## config.mk

```make
export PLATFORM = sky130hd
export DESIGN_NAME = commit_monitor
export DESIGN_NICKNAME = d
export VERILOG_FILES = /design/src/rtl/commit_monitor_pkg.sv /design/src/rtl/commit_monitor_sync_fifo.sv /design/src/rtl/commit_monitor.sv
export SDC_FILE = /design/constraint.sdc
export NUM_CORES = 2
export LEC_CHECK = 0
export CAP_MARGIN = 0
export CORE_UTILIZATION = 45
export CTS_CLUSTER_SIZE = 28
export DETAILED_ROUTE_END_ITERATION = 8
export DONT_BUFFER_PORTS = 1
export PLACE_DENSITY = 0.7
export SYNTH_ARGS = -nofsm -noshare
export SYNTH_HDL_FRONTEND = slang
export SYNTH_SLANG_ARGS = --single-unit
```

## constraint.sdc

```tcl
create_clock -name clk_i -period 4.7 [get_ports clk_i]
set_input_delay 1.41 -clock clk_i [delete_from_list [all_inputs] [get_ports clk_i]]
set_output_delay 1.41 -clock clk_i [all_outputs]
set_load 0.005 [all_outputs]
```

## src/rtl/commit_monitor_pkg.sv

```systemverilog
// Shared types and constants for the retire-stage commit monitor.
package commit_monitor_pkg;

    // Halt cause codes as seen on halt_code.
    typedef enum logic [1:0] {
        HALT_NONE    = 2'b00,
        HALT_TOHOST  = 2'b01,
        HALT_LOOP    = 2'b10,
        HALT_TIMEOUT = 2'b11
    } halt_code_e;

    // Monitor run state; HALTED is terminal until reset.
    typedef enum logic {
        ST_RUN    = 1'b0,
        ST_HALTED = 1'b1
    } mon_state_e;

    localparam logic [31:0] TOHOST_ADDR_DEFAULT = 32'h0000_1000;
    localparam int unsigned RD_W                = 5;

    // Trace entry is {pc, rd, data}.
    function automatic int unsigned trace_entry_w(input int unsigned xlen);
        return (2 * xlen) + RD_W;
    endfunction

endpackage

```

## src/rtl/commit_monitor_sync_fifo.sv

```systemverilog
// Synchronous FIFO with extra-MSB pointers; a push into a full FIFO is
// accepted only when a pop happens in the same cycle.
module sync_fifo #(
    parameter int unsigned WIDTH = 8,
    parameter int unsigned DEPTH = 16
) (
    input  logic             clk_i,
    input  logic             rst_ni,
    input  logic             push_i,
    input  logic [WIDTH-1:0] wdata_i,
    input  logic             pop_i,
    output logic [WIDTH-1:0] rdata_o,
    output logic             full_o,
    output logic             empty_o
);
    localparam int unsigned PTR_W = $clog2(DEPTH);

    logic [PTR_W:0]   wr_ptr_q;
    logic [PTR_W:0]   rd_ptr_q;
    logic [WIDTH-1:0] mem_q [DEPTH];
    logic             push_ok_s;
    logic             pop_ok_s;

    // Status flags, accepted handshakes and head-of-queue read.
    always_comb begin
        empty_o   = (wr_ptr_q == rd_ptr_q);
        full_o    = (wr_ptr_q[PTR_W] != rd_ptr_q[PTR_W]) &&
                    (wr_ptr_q[PTR_W-1:0] == rd_ptr_q[PTR_W-1:0]);
        pop_ok_s  = pop_i && !empty_o;
        push_ok_s = push_i && (!full_o || pop_ok_s);
        rdata_o   = mem_q[rd_ptr_q[PTR_W-1:0]];
    end

    // Storage and pointer update; storage is cleared so the head reads 0 after reset.
    always_ff @(posedge clk_i or negedge rst_ni) begin
        if (!rst_ni) begin
            for (int i = 0; i < int'(DEPTH); i++) begin
                mem_q[i] <= '0;
            end
            wr_ptr_q <= '0;
            rd_ptr_q <= '0;
        end else begin
            if (push_ok_s) begin
                mem_q[wr_ptr_q[PTR_W-1:0]] <= wdata_i;
                wr_ptr_q                   <= wr_ptr_q + 1'b1;
            end
            if (pop_ok_s) begin
                rd_ptr_q <= rd_ptr_q + 1'b1;
            end
        end
    end

endmodule

```

## src/rtl/commit_monitor.sv

```systemverilog
// Retire-stage observer: performance counters, program-end detection
// (tohost store, self-loop, watchdog) and a ready/valid retire trace.
module commit_monitor
    import commit_monitor_pkg::*;
#(
    parameter int unsigned     XLEN        = 32,
    parameter int unsigned     DEPTH       = 16,
    parameter int unsigned     CNT_W       = 32,
    parameter int unsigned     LOOP_LIMIT  = 8,
    parameter int unsigned     TIMEOUT     = 100000,
    parameter logic [XLEN-1:0] TOHOST_ADDR = XLEN'(TOHOST_ADDR_DEFAULT)
) (
    input  logic             clk_i,
    input  logic             reset_ni,
    input  logic             wb_valid_i,
    input  logic [XLEN-1:0]  wb_pc_i,
    input  logic             wb_we_i,
    input  logic [4:0]       wb_rd_i,
    input  logic [XLEN-1:0]  wb_data_i,
    input  logic             stall_i,
    input  logic             flush_i,
    input  logic             mem_wen_i,
    input  logic [XLEN-1:0]  mem_addr_i,
    input  logic [XLEN-1:0]  mem_wdata_i,
    input  logic             trace_ready_i,
    output logic             trace_valid_o,
    output logic [XLEN-1:0]  trace_pc_o,
    output logic [4:0]       trace_rd_o,
    output logic [XLEN-1:0]  trace_data_o,
    output logic [CNT_W-1:0] cycle_cnt_o,
    output logic [CNT_W-1:0] retire_cnt_o,
    output logic [CNT_W-1:0] stall_cnt_o,
    output logic [CNT_W-1:0] flush_cnt_o,
    output logic             halted_o,
    output logic [1:0]       halt_code_o,
    output logic [XLEN-1:0]  exit_value_o,
    output logic             overflow_o
);
    localparam int unsigned ENTRY_W = trace_entry_w(XLEN);
    localparam int unsigned LOOP_W  = $clog2(LOOP_LIMIT + 1);

    mon_state_e        state_q;
    logic              halted_q;
    halt_code_e        halt_code_q;
    halt_code_e        halt_code_d;
    logic [XLEN-1:0]   exit_value_q;
    logic              overflow_q;
    logic [CNT_W-1:0]  cycle_cnt_q,  cycle_cnt_d;
    logic [CNT_W-1:0]  retire_cnt_q, retire_cnt_d;
    logic [CNT_W-1:0]  stall_cnt_q,  stall_cnt_d;
    logic [CNT_W-1:0]  flush_cnt_q,  flush_cnt_d;
    logic [LOOP_W-1:0] loop_run_q,   loop_run_d;
    logic [XLEN-1:0]   last_pc_q,    last_pc_d;

    logic               run_s;
    logic               push_s;
    logic               pop_s;
    logic               drop_s;
    logic               tohost_hit_s;
    logic               loop_hit_s;
    logic               timeout_hit_s;
    logic               fifo_full_s;
    logic               fifo_empty_s;
    logic [ENTRY_W-1:0] entry_s;
    logic [ENTRY_W-1:0] head_s;

    // Next-state counters, loop run length, halt-cause arbitration and trace entry.
    always_comb begin
        run_s        = (state_q == ST_RUN);
        push_s       = run_s && wb_valid_i;
        pop_s        = !fifo_empty_s && trace_ready_i;
        drop_s       = push_s && fifo_full_s && !pop_s;
        cycle_cnt_d  = cycle_cnt_q;
        retire_cnt_d = retire_cnt_q;
        stall_cnt_d  = stall_cnt_q;
        flush_cnt_d  = flush_cnt_q;
        loop_run_d   = loop_run_q;
        last_pc_d    = last_pc_q;
        if (run_s) begin
            cycle_cnt_d = cycle_cnt_q + CNT_W'(1);
            if (wb_valid_i) begin
                retire_cnt_d = retire_cnt_q + CNT_W'(1);
                last_pc_d    = wb_pc_i;
                // loop_run_q == 0 means no retire seen yet, so reset-value pc never matches.
                if ((loop_run_q != '0) && (wb_pc_i == last_pc_q)) begin
                    loop_run_d = loop_run_q + LOOP_W'(1);
                end else begin
                    loop_run_d = LOOP_W'(1);
                end
            end else begin
                retire_cnt_d = retire_cnt_q;
            end
            if (stall_i) begin
                stall_cnt_d = stall_cnt_q + CNT_W'(1);
            end else begin
                stall_cnt_d = stall_cnt_q;
            end
            if (flush_i) begin
                flush_cnt_d = flush_cnt_q + CNT_W'(1);
            end else begin
                flush_cnt_d = flush_cnt_q;
            end
        end else begin
            cycle_cnt_d = cycle_cnt_q;
        end

        tohost_hit_s  = run_s && mem_wen_i && (mem_addr_i == TOHOST_ADDR);
        loop_hit_s    = push_s && (loop_run_d == LOOP_W'(LOOP_LIMIT));
        // The watchdog fires on the edge that brings cycle_cnt to TIMEOUT-1,
        // so the frozen count reads TIMEOUT-1.
        timeout_hit_s = run_s && (cycle_cnt_d == CNT_W'(TIMEOUT - 1));

        if (tohost_hit_s) begin
            halt_code_d = HALT_TOHOST;
        end else if (loop_hit_s) begin
            halt_code_d = HALT_LOOP;
        end else if (timeout_hit_s) begin
            halt_code_d = HALT_TIMEOUT;
        end else begin
            halt_code_d = HALT_NONE;
        end

        entry_s = {wb_pc_i,
                   (wb_we_i ? wb_rd_i   : 5'd0),
                   (wb_we_i ? wb_data_i : {XLEN{1'b0}})};
    end

    // Halt FSM with counters, loop tracker and sticky status registers.
    always_ff @(posedge clk_i or negedge reset_ni) begin
        if (!reset_ni) begin
            state_q      <= ST_RUN;
            halted_q     <= 1'b0;
            halt_code_q  <= HALT_NONE;
            exit_value_q <= '0;
            overflow_q   <= 1'b0;
            cycle_cnt_q  <= '0;
            retire_cnt_q <= '0;
            stall_cnt_q  <= '0;
            flush_cnt_q  <= '0;
            loop_run_q   <= '0;
            last_pc_q    <= '0;
        end else begin
            cycle_cnt_q  <= cycle_cnt_d;
            retire_cnt_q <= retire_cnt_d;
            stall_cnt_q  <= stall_cnt_d;
            flush_cnt_q  <= flush_cnt_d;
            loop_run_q   <= loop_run_d;
            last_pc_q    <= last_pc_d;
            overflow_q   <= overflow_q | drop_s;
            case (state_q)
                ST_RUN: begin
                    if (halt_code_d != HALT_NONE) begin
                        state_q     <= ST_HALTED;
                        halted_q    <= 1'b1;
                        halt_code_q <= halt_code_d;
                        if (tohost_hit_s) begin
                            exit_value_q <= mem_wdata_i;
                        end
                    end
                end
                ST_HALTED: begin
                    state_q <= ST_HALTED;
                end
                default: begin
                    state_q  <= ST_HALTED;
                    halted_q <= 1'b1;
                end
            endcase
        end
    end

    sync_fifo #(
        .WIDTH (ENTRY_W),
        .DEPTH (DEPTH)
    ) u_trace_fifo (
        .clk_i   (clk_i),
        .rst_ni  (reset_ni),
        .push_i  (push_s),
        .wdata_i (entry_s),
        .pop_i   (pop_s),
        .rdata_o (head_s),
        .full_o  (fifo_full_s),
        .empty_o (fifo_empty_s)
    );

    assign trace_valid_o = !fifo_empty_s;
    assign trace_pc_o    = head_s[ENTRY_W-1 -: XLEN];
    assign trace_rd_o    = head_s[XLEN +: 5];
    assign trace_data_o  = head_s[XLEN-1:0];
    assign cycle_cnt_o   = cycle_cnt_q;
    assign retire_cnt_o  = retire_cnt_q;
    assign stall_cnt_o   = stall_cnt_q;
    assign flush_cnt_o   = flush_cnt_q;
    assign halted_o      = halted_q;
    assign halt_code_o   = halt_code_q;
    assign exit_value_o  = exit_value_q;
    assign overflow_o    = overflow_q;

endmodule

```

-- Word-level counts from Yosys, hierarchy flattened
Cells that the tools add are included.
- input bits: 141
- output and inout bits: 234
- flip-flop bits (word level): 1315
- magnitude comparators: 3
- reductions and logical operators: 24
- add/sub/neg operators: 7
- eq/ne operators: 7
- bitwise logic cells: 4
- mux-type cells: 17
- operator list (kind ; number):
    $bwmux 1104 ; 1
    $bmux 69 s4 ; 1
    $demux 69 s4 ; 1
    $mux 69 ; 3
    $add 32x1->32 const B ; 4
    $mux 32 ; 2
    $eq 32x13->1 const B ; 1
    $eq 32x17->1 const B ; 1
    $eq 32x32->1 ; 1
    $logic_and 1x1->1 ; 13
    $mux 4 ; 3
    $add 5x1->5 const B ; 2
    $ge 5x5->1 const B ; 2
    $not 4->5 ; 2
    $reduce_and 2->1 ; 4
    $mux 2 ; 3
    $eq 5x5->1 ; 1
    $lt 5x1->1 const B ; 1
    $mux 5 ; 1
    $add 4x1->4 const B ; 1
    $eq 4x4->1 ; 1
    $eq 4x4->1 const B ; 1
    $reduce_bool 4->1 ; 1
    $logic_not 1->1 ; 3
    8 further kinds ; 8

-- Logic depth before layout (Yosys ltp)
- depth in word-level cells: 12
- depth in mapped cells: 11
- depth with buffers taken out: 8

-- By module
A second synthesis with hierarchy kept.
- cells, all modules: 3985
- area total of the unflattened synthesis: 59859.9 um^2
- modules (own cells, without submodules) (module ; times used ; area each (um^2) ; cells an instance ; seq. area each (um^2)):
    sync_fifo ; 1 ; 50260.7 ; 3063 ; 27876.7
    commit_monitor ; 1 ; 9599.2 ; 922 ; 5029.8

-- Worst setup path before layout
No wires, ideal clock.
- path kind: register to output
- from: register u_trace_fifo.rd_ptr_q[0]
- to: output port trace_pc_o[13]
- data required time: 3.290 ns
- cell stages (with the launch flop): 6
- setup slack: 0.601 ns
- arrival time: 2.689 ns
- cells stage by stage: dfrtp_1 clkbuf_1 buf_1 buf_1 mux4_2 mux4_2
- longest elaborated chain between the ends: 4
- ends and longest elaborated chain (element ; line ; source):
    start, declared ; commit_monitor_sync_fifo.sv:19 ; logic [PTR_W:0] rd_ptr_q;
    start signal, assigned ; commit_monitor_sync_fifo.sv:48 ; rd_ptr_q <= rd_ptr_q + 1'b1;
    $not 4->5 (implied by the code) ; commit_monitor_sync_fifo.sv:31 ; rdata_o = mem_q[rd_ptr_q[PTR_W-1:0]];
    $bmux 69 s4 ; commit_monitor_sync_fifo.sv:31 ;
    $mux 69 (implied by the code) (2 in series) ; commit_monitor_sync_fifo.sv:31 ;
    end, declared ; commit_monitor.sv:27 ; output logic [XLEN-1:0] trace_pc_o,
No other way between the ends. The select of a mux whose other input is x is not followed.

-- Worst setup path after layout
- from: register u_trace_fifo.rd_ptr_q[0]
- to: output port trace_data_o[15]
- longest elaborated chain between the ends: 4
- ends and longest elaborated chain (element ; line ; source):
    $not 4->5 (implied by the code) ; commit_monitor_sync_fifo.sv:31 ;
    $bmux 69 s4 ; commit_monitor_sync_fifo.sv:31 ;
    $mux 69 (implied by the code) (2 in series) ; commit_monitor_sync_fifo.sv:31 ;
    end, declared ; commit_monitor.sv:29 ; output logic [XLEN-1:0] trace_data_o,
No other way between the ends. The select of a mux whose other input is x is not followed.

==> impl_results.md <==
* Sum of overflow across all layers after global routing at 0
* Pin count of the biggest net entering global routing at 1316
* Library cell with the highest instance count after synthesis: sky130_fd_sc_hd__dfrtp_1
* Type of destination of the critical path: primary output
* Worst Setup Slack post-DPL at 0.9403 ns
* Global-route wire length before repair at 224600 um
* Insertion delay to the later sink of the worst-skew pair at 0.76 ns
* GP Congestion at 0.9877
* Nature of the critical path startpoint: flip-flop
* Cell types with the highest counts after synthesis: 1315 x sky130_fd_sc_hd__dfrtp_1, 797 x sky130_fd_sc_hd__nand2_1, 599 x sky130_fd_sc_hd__o21ai_0
* Number of design rule violations left after detail routing at 0
* First-pass detailed-route iteration total at 5
* Outcome: finished, final reports clean
* Tmin final at 4.481 ns
* Cell repeated most along the worst path: sky130_fd_sc_hd__mux4_2
* Distinct cell type count after synthesis at 63
* WP buf/inv at 1
* Synthesized net count at approximately 4600
* Worst-case reg-to-reg path depth at 8
* Data required time at the worst endpoint at 3.29 ns
* Post-CTS Hold Fix Bufs at 0
* Area of all placed cells without fillers at 64020 um^2
* Level count of the clock H-tree at 4
* Max Slew Vio Count at 0
* Number of enable-type register cells in the synthesized netlist at 0
* Transition time at the pin with the least slew margin at 1.226 ns
* Pleak at 0.02805 uW
* Max Fanout on Critical Path at 72
* Synth-to-layout area growth at 10.52%
* Reg-to-Reg Start: u_trace_fifo.rd_ptr_q[0]
* Fin Clk Skew at 0.02375 ns
* CP arrival at 3.07 ns
* # port buffers at 0
* Period Utilization, post-route at 0.9533
* Synth top area share at 0.5681
* Count of nets left with antenna violations after detail routing at 0
* Reg2Reg Setup Slack at 1.15 ns
* Share of the yosys chip area belonging to registers at 0.5681
* Number of core rows at 131
* Gate Count Post-Synth at 4478
* Post-Place Cell Area at 59220 um^2
* Chain of cells forming the critical path: buf_12, mux4_2, mux4_2
* CTS root buf: sky130_fd_sc_hd__clkbuf_16
* Met1 Usage GRT at 0.3071
* Library cell with the largest summed area after synthesis: sky130_fd_sc_hd__dfrtp_1
* Die footprint at 130200 um^2
* Total number of yosys warnings at 0
* Standard cell with the maximum stage delay on the critical path: sky130_fd_sc_hd__dfrtp_4
* Ratio of routed vias to standard cells at 5.819
* Half-perimeter wire length after detailed placement at 81130 um
* Initial Utilization at 0.4536
* Final hold violation count at 0
* Total global-route track usage at 0.2244
* Most used routing layer: met2
* Average cell area after synthesis at about 13 um^2
* Number of setup buffers added after CTS at 0
* Dominant cells by area after synthesis: sky130_fd_sc_hd__dfrtp_1 57%, sky130_fd_sc_hd__mux4_2 13%, sky130_fd_sc_hd__mux2_2 11%, sky130_fd_sc_hd__o21ai_0 5.2%, sky130_fd_sc_hd__nand2_1 5.2%
* Top Ports at 375
* Fraction of final layout cells with drive strength greater than 1 at 0.2743
* Share of flip-flops with an asynchronous set or reset at 1.000
* CTS resizes at 0
* Register bit count reported by yosys at about 1300
* Worst ir drop on vdd at 523.5 uV
* GR Layer Usage met2 at 0.3586
* Die outline width at 360.8 um
* Finish-stage setup viols at 0
* Cell family with most CP delay: multiplexers
* TritonCTS clock tree: yes
* Final TNS setup at 0 ns
* Peak per-stage delay on the critical path at 0.63 ns
* Multi-input gate area at 23410 um^2
* Commonest register cell after synthesis: sky130_fd_sc_hd__dfrtp_1
* Vias in the first global route at 36593
* Pwr dens at 670.9 nW/um^2
* Die Span Y at approximately 360 um
* Total wirelength of the detailed-routed design at 143900 um
* Unrepaired setup endpoints after global routing: no
* Number of max-cap violations at 0
* Buffer depth of the longest clock path at 3
* Sinks on Clock Net at 1315
* Number of vias in the routed layout at 35239
* Worst Hold Class: in -> async
* Clock-pin slew of the registers on the worst-case setup and hold paths at roughly 0.06 ns
* CORE AREA at 127700 um^2
* Critical R2R Capture: u_trace_fifo.mem_q[1081]
* Global-route track usage on met3 at 0.05160
* Final Worst Setup Slack at 0.2193 ns
* Antenna violations before repair at 12
* Highest attainable clock frequency at 223.2 MHz
* Reg area at 32920 um^2
* Count of routing violations after the opening detailed-route iteration at 2971
* Filler cells at 10713
* Cell area after technology mapping at 57920 um^2
* Start-to-end type of the worst setup path: reg -> out
* Number of buffers created by CTS at around 140
* DR WL/cell at approximately 24 um
* Final-stage net count at 4442
* Max transition margin at 0.1823
[cells by family after synthesis]
group,after synthesis,synth area share
AO/OA/AOI/OAI,623,0.05573
AND/OR/NAND/NOR,1049,0.07815
adder cells (fa/ha/maj),11,0.002376
buffers and inverters,411,0.02823
XOR/XNOR,172,0.02601
flip-flops,1315,0.5681
multiplexers,897,0.2414
[where the power goes]
group / switching, uW / internal [uW] / total, uW / leakage, uW
combinational: 6140 / 7430 / 13600 / 0.00880
sequential: 2600 / 15700 / 18300 / 0.0170
clock: 4600 / 6430 / 11000 / 0.00229
[stage by stage]
step	hold slack, ns	cells	total power (uW)	util
2_1_floorplan	0.4446	4478	27990	-
3_3_place_gp	0.4568	5802	31370	0.4638
3_5_place_dp	0.4664	5802	32000	0.4638
4_1_cts	0.3435	6046	43130	0.5000
5_1_grt	0.3111	6055	45380	0.5013
6_report	0.3577	6056	42950	0.5014
[area by class of cell]
class                      count  share of cell area
antenna                        4           0.0001564
clock buffer                 202             0.06540
clock inverter                42            0.006821
inverter                      14           0.0008209
multi-input combinational   2752              0.3657
sequential                  1315              0.5143
tap                         1662             0.03248
timing repair buffer          65             0.01439
[metal layers]
metal	up-vias	wire length [um]
met2	868	69100
li1	15502	-
met5	-	81
met1	18644	62320
met4	12	3168
met3	213	9190
[worst max path at each step]
stage / from / to / slack [ns] / cells past startpoint
after CTS: u_trace_fifo.rd_ptr_q[0] / trace_data_o[6] / 0.09 / 3
after global placement: u_trace_fifo.rd_ptr_q[0] / trace_data_o[15] / 0.98 / 3
after global routing: u_trace_fifo.rd_ptr_q[0] / trace_data_o[6] / 0.05 / 3
after floorplan: u_trace_fifo.rd_ptr_q[0] / trace_pc_o[13] / 0.60 / 5
after detailed placement: u_trace_fifo.rd_ptr_q[0] / trace_data_o[6] / 0.94 / 3
final: u_trace_fifo.rd_ptr_q[0] / trace_data_o[15] / 0.22 / 3
[sequential cells by signal, indices dropped and copies added (netlist names), 2 cells and up]
name,flops
cycle_cnt_o,32
exit_value_o,32
flush_cnt_o,32
halt_code_o,2
last_pc_q,32
loop_run_q,4
retire_cnt_o,32
stall_cnt_o,32
u_trace_fifo.mem_q,1104
u_trace_fifo.rd_ptr_q,5
u_trace_fifo.wr_ptr_q,5
[worst register-to-register path, delay by kind of cell (launching register included)]
kind          cells  cell delay (ns)
simple gates      4             1.43
buf+inv           2             0.78
flops             1             0.63
mux               1             0.37
xor+xnor          1             0.21
[placed cells by master (no fill, tap or decap), drive strengths merged, types with 6 or more instances in the layout]
| cell | instances |
|---|---|
| ha | 11 |
| and3 | 19 |
| inv | 17 |
| nand4b | 9 |
| nor2b | 8 |
| and2 | 8 |
| mux2 | 549 |
| nand3 | 47 |
| nand3b | 6 |
| and4 | 8 |
| o21ai | 600 |
| clkinv | 33 |
| dfrtp | 1315 |
| nor2 | 39 |
| nand4 | 44 |
| buf | 65 |
| or2 | 6 |
| xor2 | 37 |
| nor3 | 12 |
| mux4 | 345 |
| xnor2 | 135 |
| nor4 | 22 |
| nand2 | 797 |
| nand2b | 6 |
| clkbuf | 202 |
(Power assumes the default switching activity.)
